===== src/rtl/branch_predict_unit_if.sv =====
// Bus bundle between the pipeline and the branch predict unit.
// Lookup side: the IF PC mux presents IF_PC/IF_PC_IMM/IF_isBranch and gets a
// combinational prediction and redirect PC back in the same cycle.
// Resolve side: the EX stage presents one instruction per cycle.
// Handshake semantics: EX_valid qualifies every EX_* field in the cycle it is
// high. There is no backpressure, so the unit consumes a qualified EX slot on
// the clock edge that ends the cycle. The ready output does not gate EX
// traffic: it only says the BHT has been cleared and lookups may predict taken.
// flush/newPC/update/correct are pulses or values that are valid for exactly
// the cycle after the resolving edge.
interface branch_predict_unit_if #(
  parameter int DBITS       = 32,
  parameter int OPCODE_BITS = 4,
  parameter int STAT_BITS   = 16
);
  // Fetch-side lookup
  logic [DBITS-1:0]       IF_PC;
  logic [DBITS-1:0]       IF_PC_IMM;
  logic                   IF_isBranch;
  logic                   IF_prediction;
  logic [DBITS-1:0]       IF_predPC;

  // Execute-side resolution
  logic                   EX_valid;
  logic [OPCODE_BITS-1:0] EX_opcode;
  logic [DBITS-1:0]       EX_PC;
  logic [DBITS-1:0]       EX_PC_IMM;
  logic                   EX_condFlag;
  logic                   EX_prediction;

  // Registered resolve results and status
  logic                   flush;
  logic [DBITS-1:0]       newPC;
  logic                   update;
  logic                   correct;
  logic                   ready;
  logic [STAT_BITS-1:0]   branchCount;
  logic [STAT_BITS-1:0]   mispredCount;

  // Pipeline side: drives fetch/execute information, consumes results
  modport master (
    output IF_PC, IF_PC_IMM, IF_isBranch,
    output EX_valid, EX_opcode, EX_PC, EX_PC_IMM, EX_condFlag, EX_prediction,
    input  IF_prediction, IF_predPC,
    input  flush, newPC, update, correct, ready, branchCount, mispredCount
  );

  // Predictor side
  modport slave (
    input  IF_PC, IF_PC_IMM, IF_isBranch,
    input  EX_valid, EX_opcode, EX_PC, EX_PC_IMM, EX_condFlag, EX_prediction,
    output IF_prediction, IF_predPC,
    output flush, newPC, update, correct, ready, branchCount, mispredCount
  );
endinterface


===== src/rtl/branch_predict_unit.sv =====
// Branch predict unit: PC-indexed table of 2-bit saturating counters feeding
// the IF-stage prediction, trained by the EX-stage resolver. Resolution
// produces a registered flush/newPC/update/correct, squashes the wrong-path
// slot that follows a flush, and keeps saturating branch/mispredict counts.
// A clear FSM walks the whole table after reset before lookups may predict.
module branch_predict_unit #(
  parameter int                     DBITS          = 32,
  parameter int                     OPCODE_BITS    = 4,
  parameter logic [OPCODE_BITS-1:0] BRANCH_OPCODE  = 4'b0010,
  parameter int                     BHT_INDEX_BITS = 6,
  parameter logic [1:0]             CTR_INIT       = 2'b01,
  parameter int                     STAT_BITS      = 16
) (
  input  logic                      clk,
  input  logic                      reset,
  branch_predict_unit_if.slave      bus,
  // Debug visibility of the clear FSM: 1 = RUN, 0 = INIT
  output logic                      state_dbg,
  output logic [BHT_INDEX_BITS-1:0] clr_idx_dbg
);

  localparam int ENTRIES = 1 << BHT_INDEX_BITS;
  localparam logic [BHT_INDEX_BITS-1:0] LAST_IDX = BHT_INDEX_BITS'(ENTRIES - 1);

  typedef enum logic {
    INIT = 1'b0,
    RUN  = 1'b1
  } state_e;

  state_e                    state;
  logic [BHT_INDEX_BITS-1:0] clr_idx;
  logic                      squash;
  logic [1:0]                bht [ENTRIES];

  logic [BHT_INDEX_BITS-1:0] if_idx;
  logic [BHT_INDEX_BITS-1:0] ex_idx;
  logic                      if_taken;
  logic                      resolve;
  logic                      mispred;
  logic [1:0]                ex_ctr;
  logic [1:0]                ex_ctr_next;
  logic [DBITS-1:0]          redirect_pc;

  // Word-aligned PCs: drop the two byte-offset bits before indexing
  assign if_idx = bus.IF_PC[BHT_INDEX_BITS+1:2];
  assign ex_idx = bus.EX_PC[BHT_INDEX_BITS+1:2];

  assign state_dbg   = (state == RUN);
  assign clr_idx_dbg = clr_idx;

  // Fetch-side lookup: reads the pre-edge table, no bypass from EX training
  always_comb begin
    if_taken          = bht[if_idx][1];
    bus.IF_prediction = bus.ready & bus.IF_isBranch & if_taken;
    bus.IF_predPC     = bus.IF_prediction ? bus.IF_PC_IMM : bus.IF_PC + DBITS'(4);
  end

  // Resolve decode, counter training value and redirect target
  always_comb begin
    resolve     = bus.EX_valid && (bus.EX_opcode == BRANCH_OPCODE) && !squash;
    mispred     = resolve && (bus.EX_condFlag != bus.EX_prediction);
    ex_ctr      = bht[ex_idx];
    ex_ctr_next = ex_ctr;
    if (bus.EX_condFlag) begin
      if (ex_ctr != 2'b11) ex_ctr_next = ex_ctr + 2'b01;
    end else begin
      if (ex_ctr != 2'b00) ex_ctr_next = ex_ctr - 2'b01;
    end
    // Actually taken means we predicted not-taken: go to the target.
    // Actually not-taken means we predicted taken: go to the fall-through.
    redirect_pc = bus.EX_condFlag ? bus.EX_PC_IMM : bus.EX_PC + DBITS'(4);
  end

  // Clear FSM: INIT walks every entry once, RUN holds until the next reset
  always_ff @(posedge clk) begin
    if (reset) begin
      state     <= INIT;
      clr_idx   <= '0;
      bus.ready <= 1'b0;
    end else begin
      // ready trails the state by one edge so the last clear write is visible
      bus.ready <= (state == RUN);
      case (state)
        INIT: begin
          clr_idx <= clr_idx + BHT_INDEX_BITS'(1);
          if (clr_idx == LAST_IDX) state <= RUN;
        end
        RUN: begin
          state <= RUN;
        end
        default: begin
          state <= INIT;
        end
      endcase
    end
  end

  // Table write port: the clear write wins over training while in INIT
  always_ff @(posedge clk) begin
    if (!reset) begin
      if (state == INIT) begin
        bht[clr_idx] <= CTR_INIT;
      end else if (resolve) begin
        bht[ex_idx] <= ex_ctr_next;
      end
    end
  end

  // Resolve results and wrong-path squash
  always_ff @(posedge clk) begin
    if (reset) begin
      bus.flush   <= 1'b0;
      bus.newPC   <= '0;
      bus.update  <= 1'b0;
      bus.correct <= 1'b0;
      squash      <= 1'b0;
    end else begin
      bus.update <= resolve;
      bus.flush  <= mispred;
      squash     <= mispred;
      if (resolve) bus.correct <= !mispred;
      if (mispred) bus.newPC   <= redirect_pc;
    end
  end

  // Saturating statistics
  always_ff @(posedge clk) begin
    if (reset) begin
      bus.branchCount  <= '0;
      bus.mispredCount <= '0;
    end else begin
      if (resolve && (bus.branchCount != '1)) begin
        bus.branchCount <= bus.branchCount + STAT_BITS'(1);
      end
      if (mispred && (bus.mispredCount != '1)) begin
        bus.mispredCount <= bus.mispredCount + STAT_BITS'(1);
      end
    end
  end

endmodule


===== src/flat_wrapper.sv =====
// flat-port wrapper written by rule: the top's interface ports become plain ports
module branch_predict_unit_flat 
#(
  parameter int                     DBITS          = 32,
  parameter int                     OPCODE_BITS    = 4,
  parameter logic [OPCODE_BITS-1:0] BRANCH_OPCODE  = 4'b0010,
  parameter int                     BHT_INDEX_BITS = 6,
  parameter logic [1:0]             CTR_INIT       = 2'b01,
  parameter int                     STAT_BITS      = 16
)
  (clk, reset, state_dbg, clr_idx_dbg, bus_IF_PC, bus_IF_PC_IMM, bus_IF_isBranch, bus_EX_valid, bus_EX_opcode, bus_EX_PC, bus_EX_PC_IMM, bus_EX_condFlag, bus_EX_prediction, bus_IF_prediction, bus_IF_predPC, bus_flush, bus_newPC, bus_update, bus_correct, bus_ready, bus_branchCount, bus_mispredCount);
  branch_predict_unit_if #(.DBITS(DBITS), .OPCODE_BITS(OPCODE_BITS), .STAT_BITS(STAT_BITS)) bus_i ();
  input  logic clk;
  input  logic reset;
  output logic state_dbg;
  output logic [BHT_INDEX_BITS-1:0] clr_idx_dbg;
  input wire logic [$bits(bus_i.IF_PC)-1:0] bus_IF_PC;
  input wire logic [$bits(bus_i.IF_PC_IMM)-1:0] bus_IF_PC_IMM;
  input wire logic [$bits(bus_i.IF_isBranch)-1:0] bus_IF_isBranch;
  input wire logic [$bits(bus_i.EX_valid)-1:0] bus_EX_valid;
  input wire logic [$bits(bus_i.EX_opcode)-1:0] bus_EX_opcode;
  input wire logic [$bits(bus_i.EX_PC)-1:0] bus_EX_PC;
  input wire logic [$bits(bus_i.EX_PC_IMM)-1:0] bus_EX_PC_IMM;
  input wire logic [$bits(bus_i.EX_condFlag)-1:0] bus_EX_condFlag;
  input wire logic [$bits(bus_i.EX_prediction)-1:0] bus_EX_prediction;
  output wire logic [$bits(bus_i.IF_prediction)-1:0] bus_IF_prediction;
  output wire logic [$bits(bus_i.IF_predPC)-1:0] bus_IF_predPC;
  output wire logic [$bits(bus_i.flush)-1:0] bus_flush;
  output wire logic [$bits(bus_i.newPC)-1:0] bus_newPC;
  output wire logic [$bits(bus_i.update)-1:0] bus_update;
  output wire logic [$bits(bus_i.correct)-1:0] bus_correct;
  output wire logic [$bits(bus_i.ready)-1:0] bus_ready;
  output wire logic [$bits(bus_i.branchCount)-1:0] bus_branchCount;
  output wire logic [$bits(bus_i.mispredCount)-1:0] bus_mispredCount;
  assign bus_i.IF_PC = bus_IF_PC;
  assign bus_i.IF_PC_IMM = bus_IF_PC_IMM;
  assign bus_i.IF_isBranch = bus_IF_isBranch;
  assign bus_i.EX_valid = bus_EX_valid;
  assign bus_i.EX_opcode = bus_EX_opcode;
  assign bus_i.EX_PC = bus_EX_PC;
  assign bus_i.EX_PC_IMM = bus_EX_PC_IMM;
  assign bus_i.EX_condFlag = bus_EX_condFlag;
  assign bus_i.EX_prediction = bus_EX_prediction;
  assign bus_IF_prediction = bus_i.IF_prediction;
  assign bus_IF_predPC = bus_i.IF_predPC;
  assign bus_flush = bus_i.flush;
  assign bus_newPC = bus_i.newPC;
  assign bus_update = bus_i.update;
  assign bus_correct = bus_i.correct;
  assign bus_ready = bus_i.ready;
  assign bus_branchCount = bus_i.branchCount;
  assign bus_mispredCount = bus_i.mispredCount;
  branch_predict_unit #(.DBITS(DBITS), .OPCODE_BITS(OPCODE_BITS), .BRANCH_OPCODE(BRANCH_OPCODE), .BHT_INDEX_BITS(BHT_INDEX_BITS), .CTR_INIT(CTR_INIT), .STAT_BITS(STAT_BITS)) u_core (.clk(clk), .reset(reset), .bus(bus_i), .state_dbg(state_dbg), .clr_idx_dbg(clr_idx_dbg));
endmodule

===== config.mk =====
export PLATFORM = sky130hd
export DESIGN_NAME = branch_predict_unit_flat
export DESIGN_NICKNAME = d
export VERILOG_FILES = /design/src/rtl/branch_predict_unit_if.sv /design/src/rtl/branch_predict_unit.sv /design/src/flat_wrapper.sv
export SDC_FILE = /design/constraint.sdc
export NUM_CORES = 1
export LEC_CHECK = 0
export ABC_AREA = 1
export CAP_MARGIN = 20
export CORE_MARGIN = 1.5
export CORE_UTILIZATION = 52
export CTS_CLUSTER_DIAMETER = 80
export DETAILED_ROUTE_END_ITERATION = 6
export PLACE_DENSITY = 0.77
export REMOVE_ABC_BUFFERS = 1
export SETUP_SLACK_MARGIN = 0.2
export SYNTH_ARGS = -nofsm -noshare
export SYNTH_HDL_FRONTEND = slang
export SYNTH_SLANG_ARGS = --single-unit

===== constraint.sdc =====
create_clock -name clk -period 3.9 [get_ports clk]
set_input_delay 0.39 -clock clk [delete_from_list [all_inputs] [get_ports clk]]
set_output_delay 0.39 -clock clk [all_outputs]
set_load 0.02 [all_outputs]

==> results of run 1 <==
==> worst register-to-register path, cell delays in order, from the launching register on <==
cell	delay (ns)
dfxtp_1	0.35
nor4_4	0.45
nand3_4	0.32
nand2_2	0.19
inv_1	0.06
nor2_2	0.30
nand4_2	0.42
nor2_1	0.33
==> metal layers <==
layer,global-route usage [%],wire length (microns),up-vias
li1,-,-,5769
met1,39.4,14900,5455
met2,51.6,17100,552
met3,5.10,2970,95
met4,11.1,1250,0
met5,0,0,-
==> final cells by class <==
cell class                 count  area share [%]
multi-input combinational   1182            36.9
sequential                   203            35.0
timing repair buffer         275            17.7
clock buffer                  37            4.46
inverter                     140            3.44
tap                          280            2.29
clock inverter                 5           0.270
==> registers in the layout, indices dropped and copies added, names as in the netlist <==
signal and cells:
u_core.bus.ready 1, u_core.bus.flush 1, u_core.bht 128, u_core.state_dbg 1, u_core.bus.mispredCount 16, u_core.bus.correct 1
u_core.bus.update 1, u_core.bus.branchCount 16, u_core.bus.newPC 32, u_core.clr_idx_dbg 6
==> synthesized netlist by cell type (8+ instances only) <==
master    instances
clkbuf_1         31
edfxtp_1        128
nand4_2           8
nand3_1         157
nor4_1            9
xor2_1           33
o21ai_0          87
dfxtp_1          75
nand4_1          21
buf_2            23
inv_1           136
nand2_1         443
nor3_1           40
o211ai_1         33
or2_2             9
nor2_1          230
xnor2_1          14
a21oi_1          55
==> layout by cell type, fill, tap and decap left out, types with 3 or more instances in the layout <==
cell             instances
buf_12                   3
o21ai_4                  4
a21oi_1                 55
xnor2_1                 14
nor3b_1                  3
nor3_1                  40
clkinv_1                 3
inv_1                  136
nand2_1                443
buf_4                   27
nand2_2                  3
o211ai_1                33
o21ai_0                 87
nor4_1                   9
clkbuf_16               23
clkbuf_1                 8
nor2_1                 227
nand4_1                 21
clkdlybuf4s50_1        242
mux2i_1                  4
edfxtp_1               128
a31oi_1                  3
or2_2                    9
ha_1                     5
clkbuf_8                 5
nor2_2                   4
xor2_1                  33
and3_1                   3
nand4_2                  8
dfxtp_1                 75
nand3_1                157
==> power groups by stage <==
stage                     Clock [mW]  Sequential, mW  Combinational [mW]
final                           2.09            2.27               0.667
after global routing            2.18            2.27               0.725
after CTS                       2.11            2.27               0.662
after detailed placement           0            2.32               0.658
after global placement             0            2.32               0.651
after floorplan                    0            2.33               0.283
==> metrics by stage <==
step / hold slack (ns) / std cells
after floorplan: 0.459 / 1525
after global placement: 0.437 / 2078
after detailed placement: 0.441 / 2078
after CTS: 0.453 / 2120
after global routing: 0.469 / 2122
final: 0.451 / 2122
==> final timing paths <==
check | slack, ns | to | cells after the start | startpoint
setup / recovery | 0.38 | bus_IF_predPC[24] | 13 | bus_IF_PC[4]
hold / removal | 0.45 | u_core.bus.newPC[23]$_SDFFE_PP0P_ | 2 | u_core.bus.newPC[23]$_SDFFE_PP0P_
hold reg to reg | 0.45 | u_core.bus.newPC[23]$_SDFFE_PP0P_ | 2 | u_core.bus.newPC[23]$_SDFFE_PP0P_
setup reg to reg | 1.17 | u_core.bht[1][1]$_DFFE_PP_ | 7 | u_core.bus.flush$_SDFF_PP0_
==> cells by family after synthesis <==
| family | synth area share [%] |
|---|---|
| simple gates | 33.8 |
| buf+inv | 6.81 |
| flops | 45.4 |
| compound gates | 9.63 |
| xor+xnor | 3.50 |
| fa+ha+maj | 0.531 |
| mux | 0.340 |
==> timing repair <==
action | CTS | global route
setup buffers | 0 | 2
endpoints found under the setup margin | 0 | 22
resized for setup | 0 | 2
hold buffers | 0 | 0
hold endpoints to repair | 0 | 0
==> run_results.csv, run 1 <==
group,metric,value,unit
run_status,run_status,"completed",
cts,clk_latency,0.53,ns
power,combPwrFrac,13.3,%
finish,synthToLayoutAreaGrowth,29.9,%
timing,fin_setup_tns,0,ns
power,clkPwrFrac,41.5,%
drt,wirelength,36200,microns
placed_design,gp_congestion,0.943,
drt,vias,11900,
cts,htreeDepth,1,
power,power,5.03,mW
critical_path,worst_path_most_repeated_cell,"nand2_1",
critical_path,crit_buf_inv,3,
critical_path,cpLargestDelayFamily,"buffers and inverters",
synth,synthFlopType,"edfxtp_1",
timing,fin_worst_skew,0.0172,ns
synth,yosysWarningCount,0,
timing,setup_slack,0.377,ns
power,switchingPower,1.27,mW
finish,n_fill_cell,1870,
timing,setup_violations,0,
synth,syn-cell-area,11800,sq um
drt,dr.pass1.iters,6,
placed_design,place_area,14600,sq um
synth,synth_top_cell_area_share,32.6,%
timing,max_slew_margin,33.0,%
synth,syn_area_per_cell,7.42,sq um
cts,path_clk_slew,0.05,ns
placed_design,dp.final_hpwl,26000,microns
drt,wl_per_cell,17.1,microns
drt,ant_nets,0,
die,io_pins,246,
finish,fin_nets,1968,
global_routing,grtUsageTotal,30.5,%
timing,final_max_slew_viol_count,0,
finish,drive_gt1_share,5.43,%
finish,multi_input_area,5640,sq um
drt,vias_per_cell,5.59,
placed_design,numPortBuffers,245,
timing,finalHoldViolCount,0,
critical_path,slowest_stage,"clkdlybuf4s50_1",
cts,root_buffer,"clkbuf_16",
synth,async_flop_share,0,%
power,p_per_area,329,nW/um^2
critical_path,critPathMaxFanout,4,
synth,yosysSeqAreaShare,45.4,%
die,placeableCoreArea,22000,sq um
global_routing,grt_first_pass_wirelength,58300,microns
synth,ys_ff_latch,203,
critical_path,crit_arrival,3.13,ns
die,die_w,153,microns
min_path,hold_class,"flip-flop to flip-flop",
drt,drtIter0Drc,1267,
global_routing,overflow,0,
finish,fin_util,69.4,%
finish,final_area,15300,sq um
die,fp-row-count,54,
critical_path,cp.required,3.51,ns
critical_path,worstSetupPathType,"primary input to output pin",
power,cellLeakagePower,6.18,nW
power,irDropWorstVdd,323,uV
cts,numCtsBuffers,23,
critical_path,startpoint_type,"primary input",
drt,drcViolationCount,0,
power,p_int,3.76,mW
die,start_util,53.5,%
cts,cts.path.max_buffers,3,
power,pwr-share-seq,45.2,%
run,drv_cap,0,
synth,syn_inst,1588,
power,swShare,25.3,%
synth,synth.distinct_cells,44,
global_routing,grt_antenna_before_repair,0,
finish,regArea,5350,sq um
synth,synth-edff-count,128,
critical_path,critPathCaptureType,"output pin",
timing,worstMarginPinSlew,1.00,ns
synth,ys_top_cells_by_area,"edfxtp_1 33%, nand2_1 14%, dfxtp_1 13%",
finish,num_antenna_cells,0,
die,dieHeight,153,microns
timing,rsz0062_at_grt,"false",
timing,fmax,284,MHz
placed_design,place_ws,0.293,ns
critical_path,cpPeakStageDelay,0.62,ns
cts,cts_tree,"yes",
synth,synth_top_area_cell,"edfxtp_1",
global_routing,grt_pass1_vias,11200,
cts,cts_num_sinks,203,
die,dieArea,23600,sq um
global_routing,grt_max_degree,91,
timing,fin_crit,3.52,ns
critical_path,crit_chain,"clkdlybuf4s50_1 > nand2_1 > inv_1 > nand2_1 > nor2_2 > nand4_1 > nor2_2 > nand2_1 > nor2_1 > xor2_1 > nand2_1 > nand2_1 > clkdlybuf4s50_1",
timing,min_period_over_period,90.3,%
Power figures use the tool's default switching activity.
==> inputs of run 2 (changes only) <==
Settings changed: CORE_UTILIZATION 52 to 45, CTS_CLUSTER_SIZE from default to 16, PLACE_DENSITY 0.77 to 0.84.
==> run 2 against run 1 <==
  * Die area is 15% higher
  * Wire length rose by 2.7%
  * Worst hold slack gained 0.0044 ns
  * Clock power decreased by 24%
  * Combinational power rose by 0.9%
  * Register-to-register slack improved by 0.07 ns
  * Cell area decreased by 1.4%
  * Largest cell class unchanged
  * Highest routed layer unchanged
==> run_results.csv, run 2 (synthesis results as in run 1) <==
group,metric,value,unit
power,cellLeakagePower,6.04,nW
finish,num_antenna_cells,0,
drt,wirelength,37200,microns
global_routing,grt_first_pass_wirelength,56200,microns
power,irDropWorstVdd,267,uV
placed_design,gp_congestion,0.954,
finish,n_fill_cell,2296,
finish,final_area,15100,sq um
global_routing,grt_max_degree,91,
critical_path,worst_path_most_repeated_cell,"nand2_1",
global_routing,grt_pass1_vias,11000,
run,drv_cap,0,
global_routing,grtUsageTotal,26.3,%
drt,dr.pass1.iters,6,
min_path,hold_class,"flip-flop to flip-flop",
drt,drcViolationCount,0,
placed_design,dp.cells,2133,
timing,fin_setup_tns,0,ns
cts,numCtsBuffers,16,
finish,largest_reg_flops,128,
drt,vias_per_cell,5.55,
finish,drive_gt1_share,4.60,%
finish,synthToLayoutAreaGrowth,28.1,%
finish,multi_input_area,5640,sq um
critical_path,cpLargestDelayFamily,"buffers and inverters",
timing,finalHoldViolCount,0,
die,dieArea,27100,sq um
die,fp-row-count,59,
die,start_util,45.6,%
finish,fin_nets,1959,
power,p_per_area,300,nW/um^2
timing,fin_worst_skew,0.0291,ns
placed_design,numPortBuffers,245,
finish,regMostFlops,"u_core.bht",
drt,wl_per_cell,17.2,microns
run_status,run_status,"completed",
die,placeableCoreArea,25800,sq um
timing,max_slew_margin,52.8,%
finish,stdcell_count,2160,
timing,fin_crit,3.51,ns
global_routing,grt_antenna_before_repair,0,
finish,regArea,5350,sq um
critical_path,startpoint_type,"primary input",
cts,cts.path.max_buffers,3,
critical_path,worstSetupPathType,"primary input to output pin",
critical_path,crit_chain,"clkdlybuf4s50_1 > inv_1 > nor3_1 > nand2_1 > nor2_1 > nand3_1 > nor2_1 > nand2_1 > xnor2_1 > nand2_1 > nand2_1 > clkdlybuf4s50_1",
cts,root_buffer,"clkbuf_16",
timing,final_max_slew_viol_count,0,
critical_path,critPathCaptureType,"output pin",
finish,layout_commonest_cell,"nand2_1",
critical_path,critPathMaxFanout,7,
drt,drtIter0Drc,1193,
die,die_w,165,microns
timing,fmax,285,MHz
drt,ant_nets,0,
placed_design,dp.final_hpwl,27200,microns
global_routing,overflow,0,
timing,worstMarginPinSlew,0.707,ns
critical_path,crit_arrival,3.12,ns
critical_path,slowest_stage,"clkdlybuf4s50_1",
die,io_pins,246,
critical_path,cp.required,3.51,ns
cts,htreeDepth,1,
cts,cts_num_sinks,203,
placed_design,place_area,14600,sq um
cts,cts_tree,"yes",
cts,path_clk_slew,0.07,ns
critical_path,crit_buf_inv,3,
die,dieHeight,165,microns
finish,reg.largest.list,"u_core.bht (128), u_core.bus.newPC (32)",
timing,min_period_over_period,89.9,%
timing,rsz0062_at_grt,"true",
finish,layout_common_cells,"443 x nand2_1, 242 x clkdlybuf4s50_1, 228 x nor2_1",
timing,setup_violations,0,
drt,vias,12000,
critical_path,cpPeakStageDelay,0.60,ns
cts,clk_latency,0.49,ns
run 2: metrics by stage:
| step | power [mW] | setup WS [ns] | util, % | hold slack (ns) |
|---|---|---|---|---|
| 6_report | 4.52 | 0.392 | 58.4 | 0.455 |
| 3_5_place_dp | 2.98 | 0.282 | 56.5 | 0.442 |
| 2_1_floorplan | 2.61 | 0.154 | - | 0.459 |
| 3_3_place_gp | 2.97 | 0.336 | 56.5 | 0.437 |
| 4_1_cts | 4.52 | 0.253 | 58.4 | 0.456 |
| 5_1_grt | 4.66 | 0.193 | 58.4 | 0.477 |
run 2: metal layers:
layer	part of all wire, %	track usage, %	up-vias
met1	38	33.3	5485
met2	48	44.4	664
li1	-	-	5723
met4	3.8	10.4	0
met5	0	0	-
met3	11	4.67	107
run 2: repair_timing:
action,in CTS,in global routing
endpoints found under the setup margin,0,33
gates resized for setup,0,2
hold buffers,0,0
setup buffers,0,0
run 2: final timing paths:
kind	cells past startpoint	end	start	slack, ns
worst min-delay path	2	u_core.bus.newPC[21]$_SDFFE_PP0P_	u_core.bus.newPC[21]$_SDFFE_PP0P_	0.46
worst min register to register	2	u_core.bus.newPC[21]$_SDFFE_PP0P_	u_core.bus.newPC[21]$_SDFFE_PP0P_	0.46
worst max register to register	7	u_core.bht[25][0]$_DFFE_PP_	u_core.bus.flush$_SDFF_PP0_	1.24
worst max-delay path	12	bus_IF_predPC[19]	bus_IF_PC[5]	0.39
run 2: report_power, final:
| part | switching (mW) | internal, mW | total [mW] |
|---|---|---|---|
| registers | 0.00796 | 2.26 | 2.27 |
| logic | 0.386 | 0.286 | 0.673 |
| clock network | 0.749 | 0.826 | 1.58 |
| total | 1.14 | 3.38 | 4.52 |
run 2: layout make-up:
type / instances / share of cell area, %
clock buffer: 26 / 3.11
multi-input combinational: 1182 / 37.4
inverter: 140 / 3.48
timing repair buffer: 273 / 17.8
clock inverter: 1 / 0.0332
sequential: 203 / 35.4
tap: 335 / 2.78
run 2: worst min-delay path, cell delays in order (launching register included):
cell and delay [ns]:
dfxtp_1 0.31, nand2_1 0.06, nand2_1 0.04
==> inputs of run 3 (changes only) <==
Settings changed: CTS_CLUSTER_SIZE 16 to 28.
==> run 3 against run 2 <==
  * Flip-flop and latch count unchanged
  * Critical path type unchanged
  * Count of clock-buffer cells in the layout is 12 lower
  * Sequential share of layout area is 0.13 points higher
  * Core utilization shrank 0.21 points
  * Largest power group unchanged
  * Final cell count decreased by 0.28%
  * Largest cell class unchanged
  * Non-clock buffer count unchanged
  * Highest routed layer unchanged
==> run_results.csv, run 3 (synthesis results as in run 1) <==
group,metric,value,unit
timing,max_slew_margin,51.1,%
die,dieHeight,165,microns
critical_path,cpPeakStageDelay,0.60,ns
timing,setup_violations,0,
critical_path,worst_path_most_repeated_cell,"nand2_1",
finish,reg.largest.list,"u_core.bht (128), u_core.bus.newPC (32)",
drt,wl_per_cell,17.2,microns
placed_design,gp_congestion,0.954,
power,irDropWorstVdd,300,uV
cts,cts.path.max_buffers,3,
placed_design,place_area,14600,sq um
timing,worstMarginPinSlew,0.733,ns
finish,n_fill_cell,2317,
drt,vias,11900,
power,power,4.42,mW
timing,fin_worst_skew,0.0228,ns
critical_path,rr_endpoint,"u_core.bht[28][1]$_DFFE_PP_",
finish,largest_reg_flops,128,
critical_path,critPathMaxFanout,7,
timing,whs,0.457,ns
timing,fin_crit,3.50,ns
die,fp-row-count,59,
critical_path,r2r_cells,7,
finish,layout_common_cells,"443 x nand2_1, 242 x clkdlybuf4s50_1, 228 x nor2_1",
critical_path,regToRegSetupSlack,1.22,ns
global_routing,grt_first_pass_wirelength,56200,microns
cts,clk_latency,0.48,ns
placed_design,numPortBuffers,245,
finish,fin_nets,1956,
finish,layout_commonest_cell,"nand2_1",
run_status,run_status,"completed",
power,p_per_area,294,nW/um^2
global_routing,grt_max_degree,91,
die,io_pins,246,
die,start_util,45.6,%
global_routing,grt_antenna_before_repair,0,
timing,rsz0062_at_grt,"false",
global_routing,overflow,0,
finish,regArea,5350,sq um
critical_path,worstSetupPathType,"primary input to output pin",
global_routing,grtUsageTotal,26.2,%
finish,regMostFlops,"u_core.bht",
cts,path_clk_slew,0.09,ns
placed_design,dp.final_hpwl,27200,microns
min_path,hold_class,"flip-flop to flip-flop",
timing,final_max_slew_viol_count,0,
drt,dr.pass1.iters,7,
global_routing,grt_pass1_vias,11000,
finish,num_antenna_cells,0,
min_path,hp-start,"u_core.bus.newPC[21]$_SDFFE_PP0P_",
min_path,min_to,"u_core.bus.newPC[21]$_SDFFE_PP0P_",
critical_path,critPathCaptureType,"output pin",
critical_path,crit_chain,"clkdlybuf4s50_1 > inv_1 > nor3_1 > nand2_1 > nor2_1 > nand3_1 > nor2_1 > nand2_1 > xnor2_1 > nand2_1 > nand2_1 > clkdlybuf4s50_1",
finish,drive_gt1_share,4.62,%
drt,ant_nets,0,
timing,fmax,285,MHz
cts,htreeDepth,1,
finish,multi_input_area,5640,sq um
drt,wirelength,37000,microns
min_path,min_path_cells,2,
run,drv_cap,0,
finish,synthToLayoutAreaGrowth,27.6,%
die,die_w,165,microns
critical_path,startpoint_type,"primary input",
critical_path,slowest_stage,"clkdlybuf4s50_1",
timing,min_period_over_period,89.8,%
critical_path,r2r-start,"u_core.bus.flush$_SDFF_PP0_",
drt,drtIter0Drc,1131,
finish,final_area,15000,sq um
cts,cts_tree,"yes",
die,dieArea,27100,sq um
cts,cts_num_sinks,203,
critical_path,cp.required,3.51,ns
drt,drcViolationCount,0,
timing,finalHoldViolCount,0,
critical_path,crit_arrival,3.11,ns
drt,vias_per_cell,5.55,
timing,fin_setup_tns,0,ns
power,cellLeakagePower,6.01,nW
die,placeableCoreArea,25800,sq um
cts,numCtsBuffers,13,
cts,root_buffer,"clkbuf_16",
run 3: worst max path at each step:
stage	slack, ns	endpoint	from	cells past startpoint
2_1_floorplan	0.15	u_core.bht[0][1]$_DFFE_PP_	bus_EX_PC[2]	13
5_1_grt	0.21	bus_IF_predPC[19]	bus_IF_PC[5]	12
3_3_place_gp	0.34	bus_IF_predPC[30]	bus_IF_PC[3]	12
6_report	0.40	bus_IF_predPC[19]	bus_IF_PC[5]	12
4_1_cts	0.28	bus_IF_predPC[30]	bus_IF_PC[3]	12
3_5_place_dp	0.28	bus_IF_predPC[30]	bus_IF_PC[3]	12
run 3: critical path: cells and delay by family:
| family | cells | cell delay, ns |
|---|---|---|
| and+or+nand+nor | 8 | 1.27 |
| xor gates and xnor gates | 1 | 0.15 |
| buffers and inverters | 3 | 1.30 |
run 3: final cells by class:
class                           instances  area share (%)
Inverter                              140            3.50
Tap cell                              335            2.79
Sequential cell                       203            35.6
Clock buffer                           14            2.19
Clock inverter                          7           0.599
Multi-Input combinational cell       1182            37.5
Timing Repair Buffer                  273            17.8
run 3: repair_timing:
item	4_1_cts	5_1_grt
hold buffers	0	0
gates resized for setup	0	2
buffers inserted	0	0
setup endpoints to repair	0	32
run 3: per-stage QoR:
stage	instances	setup slack, ns	util [%]
5_1_grt	2154	0.215	58.2
3_3_place_gp	2133	0.336	56.5
4_1_cts	2154	0.285	58.2
2_1_floorplan	1525	0.154	-
6_report	2154	0.397	58.2
3_5_place_dp	2133	0.282	56.5
run 3: per-layer routing:
metal	part of all wire, %	GRT usage, %	wire (microns)
met4	3.4	9.34	1240
met5	0	0	0
met2	48	44.5	17800
met3	11	4.39	3930
met1	38	33.7	14100
run 3: where the power goes:
| part | internal (mW) | total [mW] | switching (mW) |
|---|---|---|---|
| Sequential | 2.26 | 2.27 | 0.00799 |
| Combinational | 0.286 | 0.673 | 0.387 |
| Clock | 0.708 | 1.48 | 0.767 |
| Total | 3.26 | 4.42 | 1.16 |
